[src/rtl/vga_pkg.sv]
// Shared raster constants for the VGA timing generator and its address consumer.
// Default segment lengths describe 800x600@60 from a 40 MHz pixel clock.
package vga_pkg;

  localparam int unsigned H_VIS_DEF  = 800;
  localparam int unsigned H_FP_DEF   = 40;
  localparam int unsigned H_SYNC_DEF = 128;
  localparam int unsigned H_BP_DEF   = 88;
  localparam int unsigned H_TOTAL    = H_VIS_DEF + H_FP_DEF + H_SYNC_DEF + H_BP_DEF;

  localparam int unsigned V_VIS_DEF  = 600;
  localparam int unsigned V_FP_DEF   = 1;
  localparam int unsigned V_SYNC_DEF = 4;
  localparam int unsigned V_BP_DEF   = 23;
  localparam int unsigned V_TOTAL    = V_VIS_DEF + V_FP_DEF + V_SYNC_DEF + V_BP_DEF;

  localparam int unsigned H_CNT_W = $clog2(H_TOTAL);
  localparam int unsigned V_CNT_W = $clog2(V_TOTAL);

  localparam int unsigned SCALE_SHIFT_DEF = 2;
  localparam int unsigned POS_W = 9;
  // Scaled playfield; vga_add uses FB_W as its row stride.
  localparam int unsigned FB_W = H_VIS_DEF >> SCALE_SHIFT_DEF;
  localparam int unsigned FB_H = V_VIS_DEF >> SCALE_SHIFT_DEF;

  typedef struct packed {
    logic hsync;
    logic vsync;
    logic visible;
    logic line_start;
    logic frame_start;
  } vga_ctl_t;

endpackage

[src/rtl/vga_axis_counter.sv]
// Wrapping raster axis counter: counts 0..MAX while inc is high, flags the wrap cycle.
module vga_axis_counter #(
  parameter int unsigned MAX   = 1055,
  parameter int unsigned WIDTH = 11
) (
  input  logic             clk,
  input  logic             rst,
  input  logic             inc,
  output logic [WIDTH-1:0] cnt,
  output logic             wrap
);

  localparam logic [WIDTH-1:0] MaxVal = WIDTH'(MAX);

  logic [WIDTH-1:0] cnt_q, cnt_d;

  assign wrap = inc && (cnt_q == MaxVal);
  assign cnt  = cnt_q;

  always_comb begin
    cnt_d = cnt_q;
    if (wrap) begin
      cnt_d = '0;
    end else if (inc) begin
      cnt_d = cnt_q + 1'b1;
    end
  end

  always_ff @(posedge clk or posedge rst) begin
    if (rst) begin
      cnt_q <= '0;
    end else begin
      cnt_q <= cnt_d;
    end
  end

endmodule

[src/rtl/vga_timing.sv]
// Free-running VGA raster generator: sync, visible window, strobes and down-scaled position.
// Define VGA_RAM_ALIGN_EN to delay the control outputs one more cycle to match a framebuffer read.
module vga_timing
  import vga_pkg::*;
#(
  parameter int unsigned H_VIS       = H_VIS_DEF,
  parameter int unsigned H_FP        = H_FP_DEF,
  parameter int unsigned H_SYNC      = H_SYNC_DEF,
  parameter int unsigned H_BP        = H_BP_DEF,
  parameter int unsigned V_VIS       = V_VIS_DEF,
  parameter int unsigned V_FP        = V_FP_DEF,
  parameter int unsigned V_SYNC      = V_SYNC_DEF,
  parameter int unsigned V_BP        = V_BP_DEF,
  parameter bit          HS_POL      = 1'b1,
  parameter bit          VS_POL      = 1'b1,
  parameter int unsigned SCALE_SHIFT = SCALE_SHIFT_DEF
) (
  input  logic             clk,
  input  logic             rst,
  output logic             hsync,
  output logic             vsync,
  output logic             visible,
  output logic [POS_W-1:0] posx,
  output logic [POS_W-1:0] posy,
  output logic             line_start,
  output logic             frame_start
);

  localparam int unsigned HTot    = H_VIS + H_FP + H_SYNC + H_BP;
  localparam int unsigned VTot    = V_VIS + V_FP + V_SYNC + V_BP;
  localparam int unsigned HW      = $clog2(HTot);
  localparam int unsigned VW      = $clog2(VTot);
  localparam int unsigned HsStart = H_VIS + H_FP;
  localparam int unsigned HsEnd   = H_VIS + H_FP + H_SYNC;
  localparam int unsigned VsStart = V_VIS + V_FP;
  localparam int unsigned VsEnd   = V_VIS + V_FP + V_SYNC;

  localparam vga_ctl_t CtlIdle = '{
    hsync:       !HS_POL,
    vsync:       !VS_POL,
    visible:     1'b0,
    line_start:  1'b0,
    frame_start: 1'b0
  };

  if (((H_VIS - 1) >> SCALE_SHIFT) > 511) begin : g_hscale_chk
    $error("vga_timing: scaled x range exceeds 9 bits");
  end
  if (((V_VIS - 1) >> SCALE_SHIFT) > 511) begin : g_vscale_chk
    $error("vga_timing: scaled y range exceeds 9 bits");
  end

  logic [HW-1:0] hcnt;
  logic [VW-1:0] vcnt;
  logic          h_wrap;
  logic          unused_v_wrap;

  vga_axis_counter #(
    .MAX   (HTot - 1),
    .WIDTH (HW)
  ) u_hcnt (
    .clk  (clk),
    .rst  (rst),
    .inc  (1'b1),
    .cnt  (hcnt),
    .wrap (h_wrap)
  );

  vga_axis_counter #(
    .MAX   (VTot - 1),
    .WIDTH (VW)
  ) u_vcnt (
    .clk  (clk),
    .rst  (rst),
    .inc  (h_wrap),
    .cnt  (vcnt),
    .wrap (unused_v_wrap)
  );

  // Widen once so every window compare is a plain 32-bit unsigned compare.
  logic [31:0] h32, v32;
  assign h32 = 32'(hcnt);
  assign v32 = 32'(vcnt);

  vga_ctl_t         ctl_d, ctl_q;
  logic [POS_W-1:0] posx_d, posx_q;
  logic [POS_W-1:0] posy_d, posy_q;

  always_comb begin
    ctl_d  = CtlIdle;
    posx_d = '0;
    posy_d = '0;

    ctl_d.visible     = (h32 < H_VIS) && (v32 < V_VIS);
    ctl_d.hsync       = ((h32 >= HsStart) && (h32 < HsEnd)) ? HS_POL : !HS_POL;
    ctl_d.vsync       = ((v32 >= VsStart) && (v32 < VsEnd)) ? VS_POL : !VS_POL;
    ctl_d.line_start  = (h32 == 32'd0);
    ctl_d.frame_start = (h32 == 32'd0) && (v32 == 32'd0);

    if (ctl_d.visible) begin
      posx_d = POS_W'(h32 >> SCALE_SHIFT);
      posy_d = POS_W'(v32 >> SCALE_SHIFT);
    end
  end

  always_ff @(posedge clk or posedge rst) begin
    if (rst) begin
      ctl_q  <= CtlIdle;
      posx_q <= '0;
      posy_q <= '0;
    end else begin
      ctl_q  <= ctl_d;
      posx_q <= posx_d;
      posy_q <= posy_d;
    end
  end

  vga_ctl_t ctl_out;

`ifdef VGA_RAM_ALIGN_EN
  // Position feeds the address path directly; only the controls wait for the RAM read.
  vga_ctl_t ctl_dly_q;

  always_ff @(posedge clk or posedge rst) begin
    if (rst) begin
      ctl_dly_q <= CtlIdle;
    end else begin
      ctl_dly_q <= ctl_q;
    end
  end

  assign ctl_out = ctl_dly_q;
`else
  assign ctl_out = ctl_q;
`endif

  assign hsync       = ctl_out.hsync;
  assign vsync       = ctl_out.vsync;
  assign visible     = ctl_out.visible;
  assign line_start  = ctl_out.line_start;
  assign frame_start = ctl_out.frame_start;
  assign posx        = posx_q;
  assign posy        = posy_q;

endmodule
[config.mk]
export PLATFORM = sky130hd
export DESIGN_NAME = vga_timing
export DESIGN_NICKNAME = d
export VERILOG_FILES = /design/src/rtl/vga_pkg.sv /design/src/rtl/vga_axis_counter.sv /design/src/rtl/vga_timing.sv
export SDC_FILE = /design/constraint.sdc
export NUM_CORES = 1
export LEC_CHECK = 0
export ABC_AREA = 1
export CAP_MARGIN = 20
export CORE_MARGIN = 3
export CORE_UTILIZATION = 30
export DETAILED_ROUTE_END_ITERATION = 10
export SLEW_MARGIN = 20
export SYNTH_ARGS = -nofsm -noshare
export SYNTH_HDL_FRONTEND = slang
export SYNTH_SLANG_ARGS = --single-unit
[constraint.sdc]
create_clock -name clk -period 1.69 [get_ports clk]
set_input_delay 0.169 -clock clk [delete_from_list [all_inputs] [get_ports clk]]
set_output_delay 0.169 -clock clk [all_outputs]
set_load 0.01 [all_outputs]
==> impl_metrics.env <==
export IMPL_finalSetupTns_ps=0
export IMPL_width_of_the_die_um=88.8
export IMPL_synth_sequential_area_ratio_pct=52.3
export IMPL_critPathKind="reg -> reg"
export IMPL_netlist_cell_type_count=28
export IMPL_global_route_overflow_total=0
export IMPL_power_switching_mw=0.366
export IMPL_cts_hold_fix_buffers=0
export IMPL_post_route_cells_drive_above_1_share_pct=14.0
export IMPL_crit_path_max_fanout=7
export IMPL_fraction_of_power_consumed_by_combinational_cells_pct=1.6
export IMPL_achievable_frequency_mhz=647
export IMPL_clkTransAtPathRegs_ps=80
export IMPL_rsz0062_at_grt="no"
export IMPL_cell_mode_on_critical_path="sky130_fd_sc_hd__nor2_4"
export IMPL_cp_slowest_stage_delay_ps=390
export IMPL_first_global_vias=1496
export IMPL_min_delay_path_class="in -> async"
export IMPL_intPower_mw=1.63
export IMPL_antennaDiodeCount=0
export IMPL_clockRootBuffer="sky130_fd_sc_hd__clkbuf_8"
export IMPL_syn_avg_cell_area_um2=8.90
export IMPL_routabilityCongestion=0.825
export IMPL_drv_cap=0
export IMPL_vdd_drop_max_mv=0.313
export IMPL_dpl_cell_area_um2=2370
export IMPL_clock_latency_ps=290
export IMPL_power_sequential_fraction_pct=51.6
export IMPL_detailroute_via_count=1536
export IMPL_critical_path_endpoint_type="flop"
export IMPL_power_static_leakage_nw=1.17
export IMPL_r2r_depth=8
export IMPL_final_net_count=271
export IMPL_cell_breakdown_of_the_critical_path="ha_1, nand2_2, nor2_4, nand3_2, nor2_4, buf_4, nand3_1, o21ai_1"
export IMPL_setup_viol_count_final=0
export IMPL_post_route_cell_area_um2=2530
export IMPL_detail_route_drc_violations=0
export IMPL_setup_reg_to_reg_worst_slack_ps=140
export IMPL_slew_violations=0
export IMPL_p_per_area_nw_per_um2=789
export IMPL_num_io_pins=25
export IMPL_grtUsageTotal_pct=10.9
export IMPL_starting_density_pct=31.7
export IMPL_tritoncts_buffers=5
export IMPL_fp_dieArea_um2=7880
export IMPL_initial_antenna_violation_count=0
export IMPL_worst_setup_path_start_kind="flop"
export IMPL_crit_required_ps=1910
export IMPL_clk_skew_ps=2.21
export IMPL_place_detailed_hpwl_um=2850
export IMPL_buffer_depth_of_the_longest_clock_path=2
export IMPL_drtIter0Drc=100
export IMPL_timing_final_crit_share_pct=91.4
export IMPL_synth_cells=231
export IMPL_sw_frac_of_total_pct=18.3
export IMPL_numPortBuffers=23
export IMPL_viasPerCell=4.49
export IMPL_yosys_register_bits=43
export IMPL_worstPathArrival_ps=1770
export IMPL_report_final_hold_viol_count=0
export IMPL_synth_warnings=0
export IMPL_detail_route_wl_per_cell_um=11.5
export IMPL_die_h_um=88.8
export IMPL_first_pass_iters=4
export IMPL_antenna_violating_nets_post_route=0
export IMPL_cts_sink_cnt=43
export IMPL_cts_tree="yes"
export IMPL_slowest_stage="sky130_fd_sc_hd__dfrtp_1"
export IMPL_cts_htree_levels=2
export IMPL_post_cts_resized_instances=0
export IMPL_worst_r2r_endpoint="u_vcnt.cnt[0]$_DFFE_PP0P_"
export IMPL_area_growth_pct=23.0
export IMPL_clockPowerShare_pct=46.8
export IMPL_core_area_um2=6490
export IMPL_reg2reg_from="u_hcnt.cnt[0]$_DFF_PP0_"
export IMPL_global_route_wire_length_before_repair_um=6780
export IMPL_period_needed_ps=1550
export IMPL_status="finished, final reports clean"
export IMPL_netlist_area_um2=2060
export IMPL_routed_wirelength_um=3930
export IMPL_row_count=29
export IMPL_grt_max_degree=44
[placed cells by master, fill, tap and decap left out, drive strengths merged, types with 2 or more instances in the layout]
cell,Yosys,routed
clkbuf,0,6
nor3,6,6
nand4,6,6
clkdlybuf4s50,0,23
o21ai,11,11
bufinv,0,2
a21oi,4,4
buf,5,7
xor2,9,9
conb,1,2
nand2,40,40
nand3,15,15
clkinv,1,2
nor2,48,48
ha,5,5
inv,33,32
dfrtp,43,43
[metrics by stage]
step,hold WS [ps],cells,power [mW],setup slack (ps),utilization (%)
2_1_floorplan,425,232,1.07,361,-
3_3_place_gp,469,331,1.08,188,36.5
3_5_place_dp,478,331,1.08,108,36.5
4_1_cts,210,339,2.02,73.7,38.6
5_1_grt,229,342,2.06,8.28,38.9
6_report,207,342,1.99,145,38.9
[cell families after synthesis]
group | after synthesis | synth area share [%]
and+or+nand+nor | 117 | 27.1
DFF | 43 | 52.3
buffers and inverters | 39 | 8.89
AOI/OAI and AO/OA | 17 | 4.56
xor gates and xnor gates | 9 | 3.83
adders and majority gates | 5 | 3.04
other | 1 | 0.182
[power groups by stage]
| stage | combinational [mW] | sequential [mW] | clock [mW] |
|---|---|---|---|
| floorplan | 0.0180 | 1.05 | 0 |
| global placement | 0.0335 | 1.05 | 0 |
| detailed placement | 0.0335 | 1.05 | 0 |
| CTS | 0.0334 | 1.03 | 0.956 |
| global route | 0.0365 | 1.03 | 0.991 |
| finish | 0.0316 | 1.03 | 0.933 |
[sequential cells by signal, summed over array words and instances, names as in the netlist]
register and count:
u_vcnt.cnt 10, line_start 1, u_hcnt.cnt 11, hsync 1, posx 9, frame_start 1, posy 8, vsync 1
visible 1
[per-layer routing]
metal / wire [µm] / global-route usage (%) / vias up
li1: - / - / 781
met1: 1920 / 14.0 / 723
met2: 1810 / 17.7 / 26
met3: 133 / 2.98 / 6
met4: 61 / 3.71 / 0
met5: 0 / 0 / -
[synthesized netlist by cell type, drive strengths merged]
library cell	number	area, µm²
nand2b	1	6.26
buf	5	55.1
nor4	1	6.26
clkinv	1	3.75
o211ai	1	7.51
ha	5	62.6
conb	1	3.75
a21oi	4	23.8
nand4	6	37.5
nand3	15	90.1
o31ai	1	7.51
nor3	6	30.0
o21ai	11	55.1
xor2	9	78.8
inv	33	124
nand2	40	153
nor2	48	235
dfrtp	43	1080
[critical path: cells and delay by family, from the launching register on]
family	cells	cell delay (ps)
AO/OA/AOI/OAI	1	80
adder cells (fa/ha/maj)	1	260
buffers and inverters	1	180
flip-flops	1	390
AND/OR/NAND/NOR	5	580
[worst max path at each step]
stage                            start                   endpoint  slack, ps  cells past startpoint
2_1_floorplan  u_hcnt.cnt[0]$_DFF_PP0_  u_vcnt.cnt[3]$_DFFE_PP0P_        360                      7
3_3_place_gp   u_hcnt.cnt[0]$_DFF_PP0_  u_vcnt.cnt[0]$_DFFE_PP0P_        190                      8
3_5_place_dp   u_hcnt.cnt[0]$_DFF_PP0_  u_vcnt.cnt[1]$_DFFE_PP0P_        110                      8
4_1_cts        u_hcnt.cnt[0]$_DFF_PP0_  u_vcnt.cnt[1]$_DFFE_PP0P_         70                      8
5_1_grt        u_hcnt.cnt[0]$_DFF_PP0_  u_vcnt.cnt[1]$_DFFE_PP0P_          8                      8
6_report       u_hcnt.cnt[0]$_DFF_PP0_  u_vcnt.cnt[0]$_DFFE_PP0P_        140                      8
[cell type report]
class | count | area, µm²
multi-input cells | 150 | 801
fillers | 634 | 3970
well taps | 77 | 96.3
flip-flops and latches | 43 | 1080
clock buffers | 6 | 72.6
inverters | 34 | 128
clock inverters | 2 | 60.1
repair buffers | 30 | 295
[what timing repair did]
action	in CTS	in global routing
hold endpoints to repair	0	0
endpoints found under the setup margin	0	5
setup buffers	0	3
Power figures use the tool's default switching activity.
